## src/rtl/pipe_hazard_ctrl_pkg.sv

```systemverilog
// Shared definitions for the pipeline hazard controller: FSM state
// encoding, forward-select codes and the register-index width helper.
package pipe_hazard_ctrl_pkg;

   typedef enum logic [1:0] {
      ST_IDLE     = 2'd0,
      ST_MEM_WAIT = 2'd1,
      ST_FLUSH    = 2'd2
   } hz_state_e;

   localparam logic [1:0] FWD_RF    = 2'd0;
   localparam logic [1:0] FWD_EXMEM = 2'd1;
   localparam logic [1:0] FWD_MEMWB = 2'd2;

   // Register index width; never narrower than one bit.
   function automatic int hz_aw(input int n);
      return (n > 2) ? $clog2(n) : 1;
   endfunction

endpackage

```

## src/rtl/pipe_hazard_ctrl_hz_scoreboard.sv

```systemverilog
// Outstanding-load scoreboard: one bit per architectural register, set when
// a load is accepted out of decode and cleared when it writes back.
// Register 0 is never tracked. Lookups see a same-cycle writeback clear.
module hz_scoreboard
   import pipe_hazard_ctrl_pkg::*;
#(
   parameter  int NREG = 16,
   localparam int AW   = hz_aw(NREG)
) (
   input  logic            clk,
   input  logic            rst,
   input  logic            set_en,
   input  logic [AW-1:0]   set_idx,
   input  logic            clr_en,
   input  logic [AW-1:0]   clr_idx,
   input  logic [2*AW-1:0] rd_idx,
   output logic [1:0]      pend
);

   logic [NREG-1:0] sb_q;
   logic [NREG-1:0] sb_d;
   logic [NREG-1:0] set_mask;
   logic [NREG-1:0] clr_mask;

   // Next scoreboard value; a set beats a clear of the same register.
   always_comb begin
      set_mask = '0;
      clr_mask = '0;
      if (set_en) set_mask[set_idx] = 1'b1;
      if (clr_en) clr_mask[clr_idx] = 1'b1;
      sb_d    = (sb_q & ~clr_mask) | set_mask;
      sb_d[0] = 1'b0;
   end

   // Scoreboard register with synchronous active-low reset.
   always_ff @(posedge clk) begin
      if (!rst) sb_q <= '0;
      else      sb_q <= sb_d;
   end

   // Per-source lookup, masked by a writeback retiring that register now.
   always_comb begin
      pend = '0;
      for (int i = 0; i < 2; i++) begin
         pend[i] = sb_q[rd_idx[i*AW +: AW]] &&
                   !(clr_en && (clr_idx == rd_idx[i*AW +: AW]));
      end
   end

endmodule

```

## src/rtl/pipe_hazard_ctrl.sv

```systemverilog
// Pipeline hazard controller: load-use stalls, operand forwarding select,
// memory-wait freeze and redirect flush sequencing.
// Build option: define HAZ_FWD_EN to enable EX/MEM and MEM/WB forwarding;
// without it fwd_sel stays 0 and any in-flight writer of a source stalls.
//
// state       | meaning
// ------------+------------------------------------------------------------
// ST_IDLE     | normal flow; hazards stall, redirect flushes
// ST_MEM_WAIT | data memory outstanding; whole pipe frozen, redirect held
// ST_FLUSH    | extra flush cycles after a redirect, counted down in cnt_q
module pipe_hazard_ctrl
   import pipe_hazard_ctrl_pkg::*;
#(
   parameter  int NREG      = 16,
   parameter  int FLUSH_CYC = 2,
   localparam int AW        = hz_aw(NREG)
) (
   input  logic            clk,
   input  logic            rst,
   input  logic            d_valid,
   input  logic [2*AW-1:0] d_rs,
   input  logic [1:0]      d_rs_use,
   input  logic [AW-1:0]   d_rd,
   input  logic            d_wen,
   input  logic            d_load,
   input  logic [AW-1:0]   e_rd,
   input  logic            e_wen,
   input  logic            e_load,
   input  logic [AW-1:0]   m_rd,
   input  logic            m_wen,
   input  logic [AW-1:0]   w_rd,
   input  logic            w_wen,
   input  logic            w_load,
   input  logic            redirect,
   input  logic            dmem_req,
   input  logic            dmem_ready,
   output logic            pc_stall,
   output logic            ifid_stall,
   output logic            idex_bubble,
   output logic            flush,
   output logic [3:0]      fwd_sel,
   output logic            busy
);

   localparam logic [1:0] FLUSH_RLD = 2'(FLUSH_CYC - 1);

   hz_state_e   state_q, state_d;
   logic [1:0]  cnt_q, cnt_d;
   logic        pend_q, pend_d;

   logic [AW-1:0] rs [2];
   logic [1:0]    sb_pend;
   logic [1:0]    src_haz;
   logic [3:0]    fwd_raw;
   logic          haz;
   logic          mem_stall;
   logic          busy_c, stall_c, bubble_c, flush_c;
   logic          sb_set;

   assign rs[0] = d_rs[AW-1:0];
   assign rs[1] = d_rs[2*AW-1:AW];

   hz_scoreboard #(.NREG(NREG)) u_sb (
      .clk     (clk),
      .rst     (rst),
      .set_en  (sb_set),
      .set_idx (d_rd),
      .clr_en  (w_load && w_wen),
      .clr_idx (w_rd),
      .rd_idx  (d_rs),
      .pend    (sb_pend)
   );

   // Per-source hazard and forward selection; register 0 never participates.
   // A load sitting in MEM always has its scoreboard bit set, so it stalls
   // and the EX/MEM forward below is only ever used for non-load results.
   always_comb begin
      src_haz = '0;
      fwd_raw = '0;
      for (int i = 0; i < 2; i++) begin
         if (d_valid && d_rs_use[i] && (rs[i] != '0)) begin
            src_haz[i] = sb_pend[i] || (e_load && e_wen && (e_rd == rs[i]));
`ifndef HAZ_FWD_EN
            if ((e_wen && (e_rd == rs[i])) || (m_wen && (m_rd == rs[i])) ||
                (w_wen && (w_rd == rs[i])))
               src_haz[i] = 1'b1;
`endif
         end
`ifdef HAZ_FWD_EN
         if (rs[i] != '0) begin
            if (m_wen && (m_rd == rs[i]))      fwd_raw[2*i +: 2] = FWD_EXMEM;
            else if (w_wen && (w_rd == rs[i])) fwd_raw[2*i +: 2] = FWD_MEMWB;
         end
`endif
      end
   end

   assign haz       = |src_haz;
   assign mem_stall = dmem_req && !dmem_ready;

   // FSM next state and combinational control. The dmem_ready cycle of a
   // memory wait behaves like IDLE, with any held redirect applied then.
   always_comb begin
      state_d  = state_q;
      cnt_d    = cnt_q;
      pend_d   = pend_q;
      busy_c   = 1'b0;
      stall_c  = 1'b0;
      bubble_c = 1'b0;
      flush_c  = 1'b0;
      case (state_q)
         ST_FLUSH: begin
            flush_c = 1'b1;
            if (redirect) begin
               cnt_d = FLUSH_RLD;
            end else if (cnt_q <= 2'd1) begin
               cnt_d   = '0;
               state_d = ST_IDLE;
            end else begin
               cnt_d = cnt_q - 2'd1;
            end
         end
         ST_MEM_WAIT: begin
            if (!dmem_ready) begin
               busy_c  = 1'b1;
               stall_c = 1'b1;
               if (redirect) pend_d = 1'b1;
            end else begin
               pend_d  = 1'b0;
               state_d = ST_IDLE;
               if (redirect || pend_q) begin
                  flush_c = 1'b1;
                  cnt_d   = FLUSH_RLD;
                  state_d = (FLUSH_CYC > 1) ? ST_FLUSH : ST_IDLE;
               end else if (haz) begin
                  stall_c  = 1'b1;
                  bubble_c = 1'b1;
               end
            end
         end
         default: begin
            if (mem_stall) begin
               busy_c  = 1'b1;
               stall_c = 1'b1;
               pend_d  = redirect;
               state_d = ST_MEM_WAIT;
            end else if (redirect) begin
               flush_c = 1'b1;
               cnt_d   = FLUSH_RLD;
               state_d = (FLUSH_CYC > 1) ? ST_FLUSH : ST_IDLE;
            end else if (haz) begin
               stall_c  = 1'b1;
               bubble_c = 1'b1;
            end
         end
      endcase
   end

   assign sb_set = d_valid && d_load && d_wen && (d_rd != '0) &&
                   !stall_c && !flush_c;

   // State, flush counter and held-redirect registers.
   always_ff @(posedge clk) begin
      if (!rst) begin
         state_q <= ST_IDLE;
         cnt_q   <= '0;
         pend_q  <= 1'b0;
      end else begin
         state_q <= state_d;
         cnt_q   <= cnt_d;
         pend_q  <= pend_d;
      end
   end

   // Outputs forced low while reset is held.
   assign pc_stall    = rst && stall_c;
   assign ifid_stall  = rst && stall_c;
   assign idex_bubble = rst && bubble_c;
   assign flush       = rst && flush_c;
   assign busy        = rst && busy_c;
   assign fwd_sel     = rst ? fwd_raw : 4'd0;

endmodule

```

## config.mk

```make
export PLATFORM = sky130hd
export DESIGN_NAME = pipe_hazard_ctrl
export DESIGN_NICKNAME = d
export VERILOG_FILES = /design/src/rtl/pipe_hazard_ctrl_pkg.sv /design/src/rtl/pipe_hazard_ctrl_hz_scoreboard.sv /design/src/rtl/pipe_hazard_ctrl.sv
export SDC_FILE = /design/constraint.sdc
export NUM_CORES = 1
export LEC_CHECK = 0
export ABC_AREA = 1
export CORE_ASPECT_RATIO = 1.1
export CORE_MARGIN = 5
export CORE_UTILIZATION = 45
export CTS_BUF_LIST = sky130_fd_sc_hd__clkbuf_4 sky130_fd_sc_hd__clkbuf_8
export DETAILED_ROUTE_END_ITERATION = 10
export PLACE_DENSITY_LB_ADDON = 0.2
export SLEW_MARGIN = 40
export SYNTH_ARGS = -nofsm -noshare
export SYNTH_HDL_FRONTEND = slang
export SYNTH_SLANG_ARGS = --single-unit
```

## constraint.sdc

```tcl
create_clock -name clk -period 2.6 [get_ports clk]
set_input_delay 0.26 -clock clk [delete_from_list [all_inputs] [get_ports clk]]
set_output_delay 0.26 -clock clk [all_outputs]
set_load 0.005 [all_outputs]
```

# ---- Yosys cells after proc, flatten, opt, wreduce, memory -nomap -nowiden
# Index checks and enable logic that the tools add are counted.
# Widths: inputs -> output; s select.
dict set report classes {
  n_mux 49
  n_addsub 1
  n_eq_ne 14
  bitwise 4
  reduce_logical 52
  n_lt_le_gt_ge 7
}
# op count
set ops {}
lappend ops {{$mux 16} 2}
lappend ops {{$logic_and 1x1->1} 30}
lappend ops {{$eq 4x4->1} 6}
lappend ops {{$mux 1} 24}
lappend ops {{$mux 2} 12}
lappend ops {{$lt 4x5->1 const B} 4}
lappend ops {{$and 16x16->16} 1}
lappend ops {{$not 16->16} 1}
lappend ops {{$or 16x16->16} 1}
lappend ops {{$reduce_bool 4->1} 4}
lappend ops {{$pmux 1 s2} 5}
lappend ops {{$bmux 1 s4} 2}
lappend ops {{$demux 1 s4} 2}
lappend ops {{$ge 4x1->1 const B} 2}
lappend ops {{$ne 2x2->1 const B} 4}
lappend ops {{$pmux 2 s2} 2}
lappend ops {{$reduce_and 4->1} 2}
lappend ops {{$logic_or 1x1->1} 7}
lappend ops {{$logic_not 1->1} 5}
lappend ops {{$ne 3x1->1 const B} 1}
lappend ops {{$ne 3x3->1 const B} 1}
lappend ops {{$reduce_and 3->1} 1}
lappend ops {{$reduce_bool 3->1} 1}
lappend ops {{$eq 2x1->1 const B} 1}
lappend ops {{6 further kinds} 6}
dict set report totals {
  ff_bits 21
  output_inout_bits 9
  word_cells 132
  input_bits 39
}

# ---- Longest topological paths before layout
dict set report depth {
  depth_word 17
  depth_mapped 15
  ltp_nobuf 13
}

# ---- Hierarchy
# Synthesis repeated with hierarchy kept, for this count alone.
dict set report unflattened {
  hier_cells 351
  area_unflattened_um2 1990.7
}
# mod cells_each seq_area_each_um2 area_per_inst_um2 instances
set modules_own_cells {}
lappend modules_own_cells {hz_scoreboard 183 300.3 1104.8 1}
lappend modules_own_cells {pipe_hazard_ctrl 168 100.1 885.8 1}

# ---- Least setup slack after synthesis
# Ideal clock, no wire load.
dict set report synth_timing {
  path_kind {register -> output}
  startpoint {register state_q[1]}
  endpoint {output pc_stall}
  path_slack_ns 0.655
  n_path_buf 2
  path_stages_with_launch 11
  t_arrival_ns 1.685
  t_required_ns 2.340
  path_cell_list {dfxtp_1 inv_1 ha_1 clkinv_1 nor2_1 inv_1 a31oi_1 nand2_4 buf_12 nor2_1 buf_4}
}
dict set report synth_via {
  elab_chain_len 3
  elab_cells_between_ends 4
  classes_between {eq/ne (2); mux (1); reduce/logical (1)}
}
# element line_no
set synth_rtl {}
lappend synth_rtl {{start, declared} pipe_hazard_ctrl.sv:47} ;# hz_state_e state_q, state_d;
lappend synth_rtl {{start signal, assigned} pipe_hazard_ctrl.sv:169} ;# state_q <= state_d;
lappend synth_rtl {{$eq 2x1->1 or $eq 2x2->1 (tied branches)} pipe_hazard_ctrl.sv:111} ;# case (state_q)
lappend synth_rtl {{$pmux 1 s2 (*)} pipe_hazard_ctrl.sv:111}
lappend synth_rtl {{$logic_and 1x1->1 (*)} -}
lappend synth_rtl {{end, declared} pipe_hazard_ctrl.sv:37} ;# output logic pc_stall,
# Mark *: on every way between the ends. The rest lies on a longest branch, timed or not.

# ---- Worst setup path in the final report
dict set report layout_timing {
  startpoint {input d_rs[1]}
  endpoint {output idex_bubble}
}
dict set report layout_via {
  elab_chain_len 13
  elab_cells_between_ends 27
  classes_between {eq/ne (3); mux (10); reduce/logical (14)}
}
# element line_no
set layout_rtl {}
lappend layout_rtl {{start, declared} pipe_hazard_ctrl.sv:21} ;# input logic [2*AW-1:0] d_rs,
lappend layout_rtl {{parallel branches: the longest is 6 deep, another holds $bmux 1 s4} -}
lappend layout_rtl {{$mux 1 (*)} pipe_hazard_ctrl.sv:81} ;# if (d_valid && d_rs_use[i] && (rs[i] != '0)) begin
lappend layout_rtl {{$reduce_or 2->1 (*)} pipe_hazard_ctrl.sv:98} ;# assign haz = |src_haz;
lappend layout_rtl {{$mux 1 (*)} {pipe_hazard_ctrl.sv:135, pipe_hazard_ctrl.sv:151}}
lappend layout_rtl {{$mux 1 (on tied branches)} {pipe_hazard_ctrl.sv:147, pipe_hazard_ctrl.sv:131}}
lappend layout_rtl {{$mux 1 (on tied branches)} {pipe_hazard_ctrl.sv:142, pipe_hazard_ctrl.sv:124}}
lappend layout_rtl {{$pmux 1 s2 (*)} pipe_hazard_ctrl.sv:111}
lappend layout_rtl {{$logic_and 1x1->1 (*)} pipe_hazard_ctrl.sv:178} ;# assign idex_bubble = rst && bubble_c;
lappend layout_rtl {{end, declared} pipe_hazard_ctrl.sv:39} ;# output logic idex_bubble,
# Every way passes the cells marked *. The select of a mux whose other input is x is not followed.

==> results.md <==
- Initial antenna violation count: 0
- Largest area contributor in the netlist: dfxtp_1
- Vias/cell: 5.14
- Max Cap Viol: 0
- Non-Filler Instances: 461
- Final count of negative-setup-slack endpoints: 0
- Area contributors post-synth: dfxtp_1 19%, nand2_1 13%, nor2_1 9.4%, nand3_2 6.6%, inv_1 6.6%
- Synthesized flop and latch total: 20
- Worst setup SP type: primary input
- Post-synth top area share: 0.189
- Achievable frequency: 434 MHz
- CP required: 2.34 ns
- CTS Root Cell: clkbuf_8
- RR Startpoint: state_q[0]
- # DRC: 0
- GPL Wtd Cong: 0.919
- CTS sink count: 20
- CP Class: primary input to primary output
- Row Count: 26
- First-pass GRT wire length: 9830 um
- Drt first pass iters: 4
- Clock insertion delay at the later pin of the skew report: 0.26 ns
- Antenna Nets Post-Route: 0
- Dpl ws: -0.134 ns
- Status: finished clean
- Max Slew Vio Count: 0
- Clk buf depth: 2
- H-tree levels: 1
- Global-route usage over all layers: 0.203
- Leak pwr: 1.25 nW
- Final WL: 6090 um
- Core ar.: 4590 um2
- Final Cycle Share: 0.887
- IO buf count: 42
- Hold Buf Count CTS: 0
- Clock transition at path regs: 0.08 ns
- Fill cells: 427
- RSZ-0062 raised after global routing: false
- Hold path depth: 2
- CTS tree: yes
- Starting Density: 0.461
- Dpl hpwl: 4900 um
- Synth warnings: 0
- Clock Skew: 0.00940 ns
- Capturing point of the worst reg2reg path: u_sb.sb_q[1]
- Final Critical Period: 2.31 ns
- Dpl cells: 457
- R2R depth: 10
- Sequential cell area: 400 um2
- CTS buffer count: 3
- Final net count: 447
- Chip height: 81.9 um
- Sequential-to-total area share from yosys stat: 0.189
- Syn avg cell area: 6.11 um2
- Largest net degree at the start of global routing: 18
- CP max FO: 6
- Final setup TNS: 0 ns
- # diodes: 0
- Crit. End Element: primary output
- Critical Path Source: d_rs[1]
- IO Count: 48
- Hold Crit Start: cnt_q[0]
- Min-Delay Path Class: flip-flop to flip-flop
- Critical Path Sink: idex_bubble
- Worst Path Arrival: 2.05 ns
- Pwr Density: 364 nW/um2
- Post-synthesis instance total: 346
- Vias: 2369
- DIE AREA: 6170 um2
- P&R area growth vs syn: 31.8%
- Final worst setup slack: 0.295 ns
- Footprint of the multi-input gates: 1430 um2
- Overflow after GRT: 0
- Cell Area, Synth: 2110 um2
- Die width: 75.4 um
- Layout cell share with drive strength beyond 1: 0.207
- Flop-to-flop setup slack: 0.34 ns
- Synth unique cells: 38
- Wire per inst: 13.2 um
- Worst vdd ir: 0.272 mV
- Iteration-0 DRC Markers: 104
- Vias in the first global route: 2274
- Hold Vio Cnt, Final: 0
-- cells in the final DEF (no fill, tap or decap), drive strengths merged, types with 3 or more instances in the layout --
cell type      count
buf               28
inv               44
clkdlybuf4s50     36
a21oi             23
conb               4
o211ai             7
dfxtp             20
xnor2              5
nand3b             3
dlygate4sd2        3
dlymetal6s2s       3
clkbuf             4
nand2             82
a31oi              6
o21ai             27
nor2              56
nand3             39
or2                4
-- registers in the layout, indices dropped and copies added, names as in the netlist --
| signal | flops |
|---|---|
| pend_q | 1 |
| cnt_q | 2 |
| state_q | 2 |
| u_sb.sb_q | 15 |
-- routing by layer --
metal / track usage / vias to the layer above / share of wire / wire length, um
met1: 0.242 / 1072 / 0.43 / 2650
met3: 0.0220 / 11 / 0.052 / 319
li1: - / 1233 / - / -
met2: 0.364 / 53 / 0.49 / 2990
met5: 0 / - / 0 / 0
met4: 0.0804 / 0 / 0.021 / 129
-- critical path: stages --
cell and delay, ns:
clkdlybuf4s50_1 0.47, buf_4 0.20, nor2_1 0.18, a21oi_1 0.11, nand3_2 0.09, nand3_2 0.08, nand3_2 0.08, nand2_2 0.06
a221oi_1 0.25, dlygate4sd2_1 0.28
-- layout make-up --
class | count | area share
clock buffers | 4 | 0.0197
inverters | 45 | 0.0606
multi-input cells | 266 | 0.513
flip-flops and latches | 20 | 0.144
well taps | 56 | 0.0251
repair buffers | 70 | 0.238
-- synthesized netlist by cell type (all sizes together) --
library cell / n
nand3b: 3
nand4: 1
a31oi: 6
nor2: 56
xnor2: 5
clkinv: 1
nand2: 82
o31ai: 1
inv: 44
o21ai: 27
a21oi: 23
conb: 1
a21boi: 1
nand3: 39
clkbuf: 2
a311oi: 1
a221oi: 2
ha: 2
dfxtp: 20
nor3: 1
o211ai: 7
or2: 4
buf: 16
o21a: 1
-- kinds of logic (layout without fill, tap and decap cells) --
logic type / count (synthesis) / in the layout / synth area share
AOI/OAI and AO/OA: 69 / 69 / 0.215
xor gates and xnor gates: 5 / 5 / 0.0207
adders and majority gates: 2 / 2 / 0.0118
buffers and inverters: 63 / 119 / 0.147
DFF: 20 / 20 / 0.189
other: 1 / 4 / 0.00177
and+or+nand+nor: 186 / 186 / 0.414
-- where the power goes --
group,switching (mW),internal (mW),leakage (nW)
Clock,0.0984,0.135,0.0288
Combinational,0.256,0.202,1.06
Sequential,0.00675,0.317,0.162
-- through the flow --
stage | area, um2 | hold slack, ns | total power, mW | utilization
after floorplan | 2130 | 0.391 | 0.630 | -
after global placement | 2710 | 0.457 | 0.770 | 0.591
after detailed placement | 2710 | 0.468 | 0.777 | 0.591
after CTS | 2770 | 0.478 | 1.01 | 0.603
after global routing | 2790 | 0.516 | 1.08 | 0.608
final | 2790 | 0.480 | 1.02 | 0.608
-- repair_timing --
| item | in CTS | in global routing |
|---|---|---|
| gates resized for setup | 5 | 7 |
| buffers inserted | 0 | 0 |
| setup endpoints to repair | 3 | 2 |
-- how the worst min path moves through the flow --
stage                               to  slack, ns
after floorplan               cnt_q[1]       0.39
after CTS                     cnt_q[0]       0.48
final                         cnt_q[0]       0.48
after global routing      u_sb.sb_q[4]       0.52
after global placement        cnt_q[0]       0.46
after detailed placement      cnt_q[0]       0.47
(Power assumes the default switching activity.)
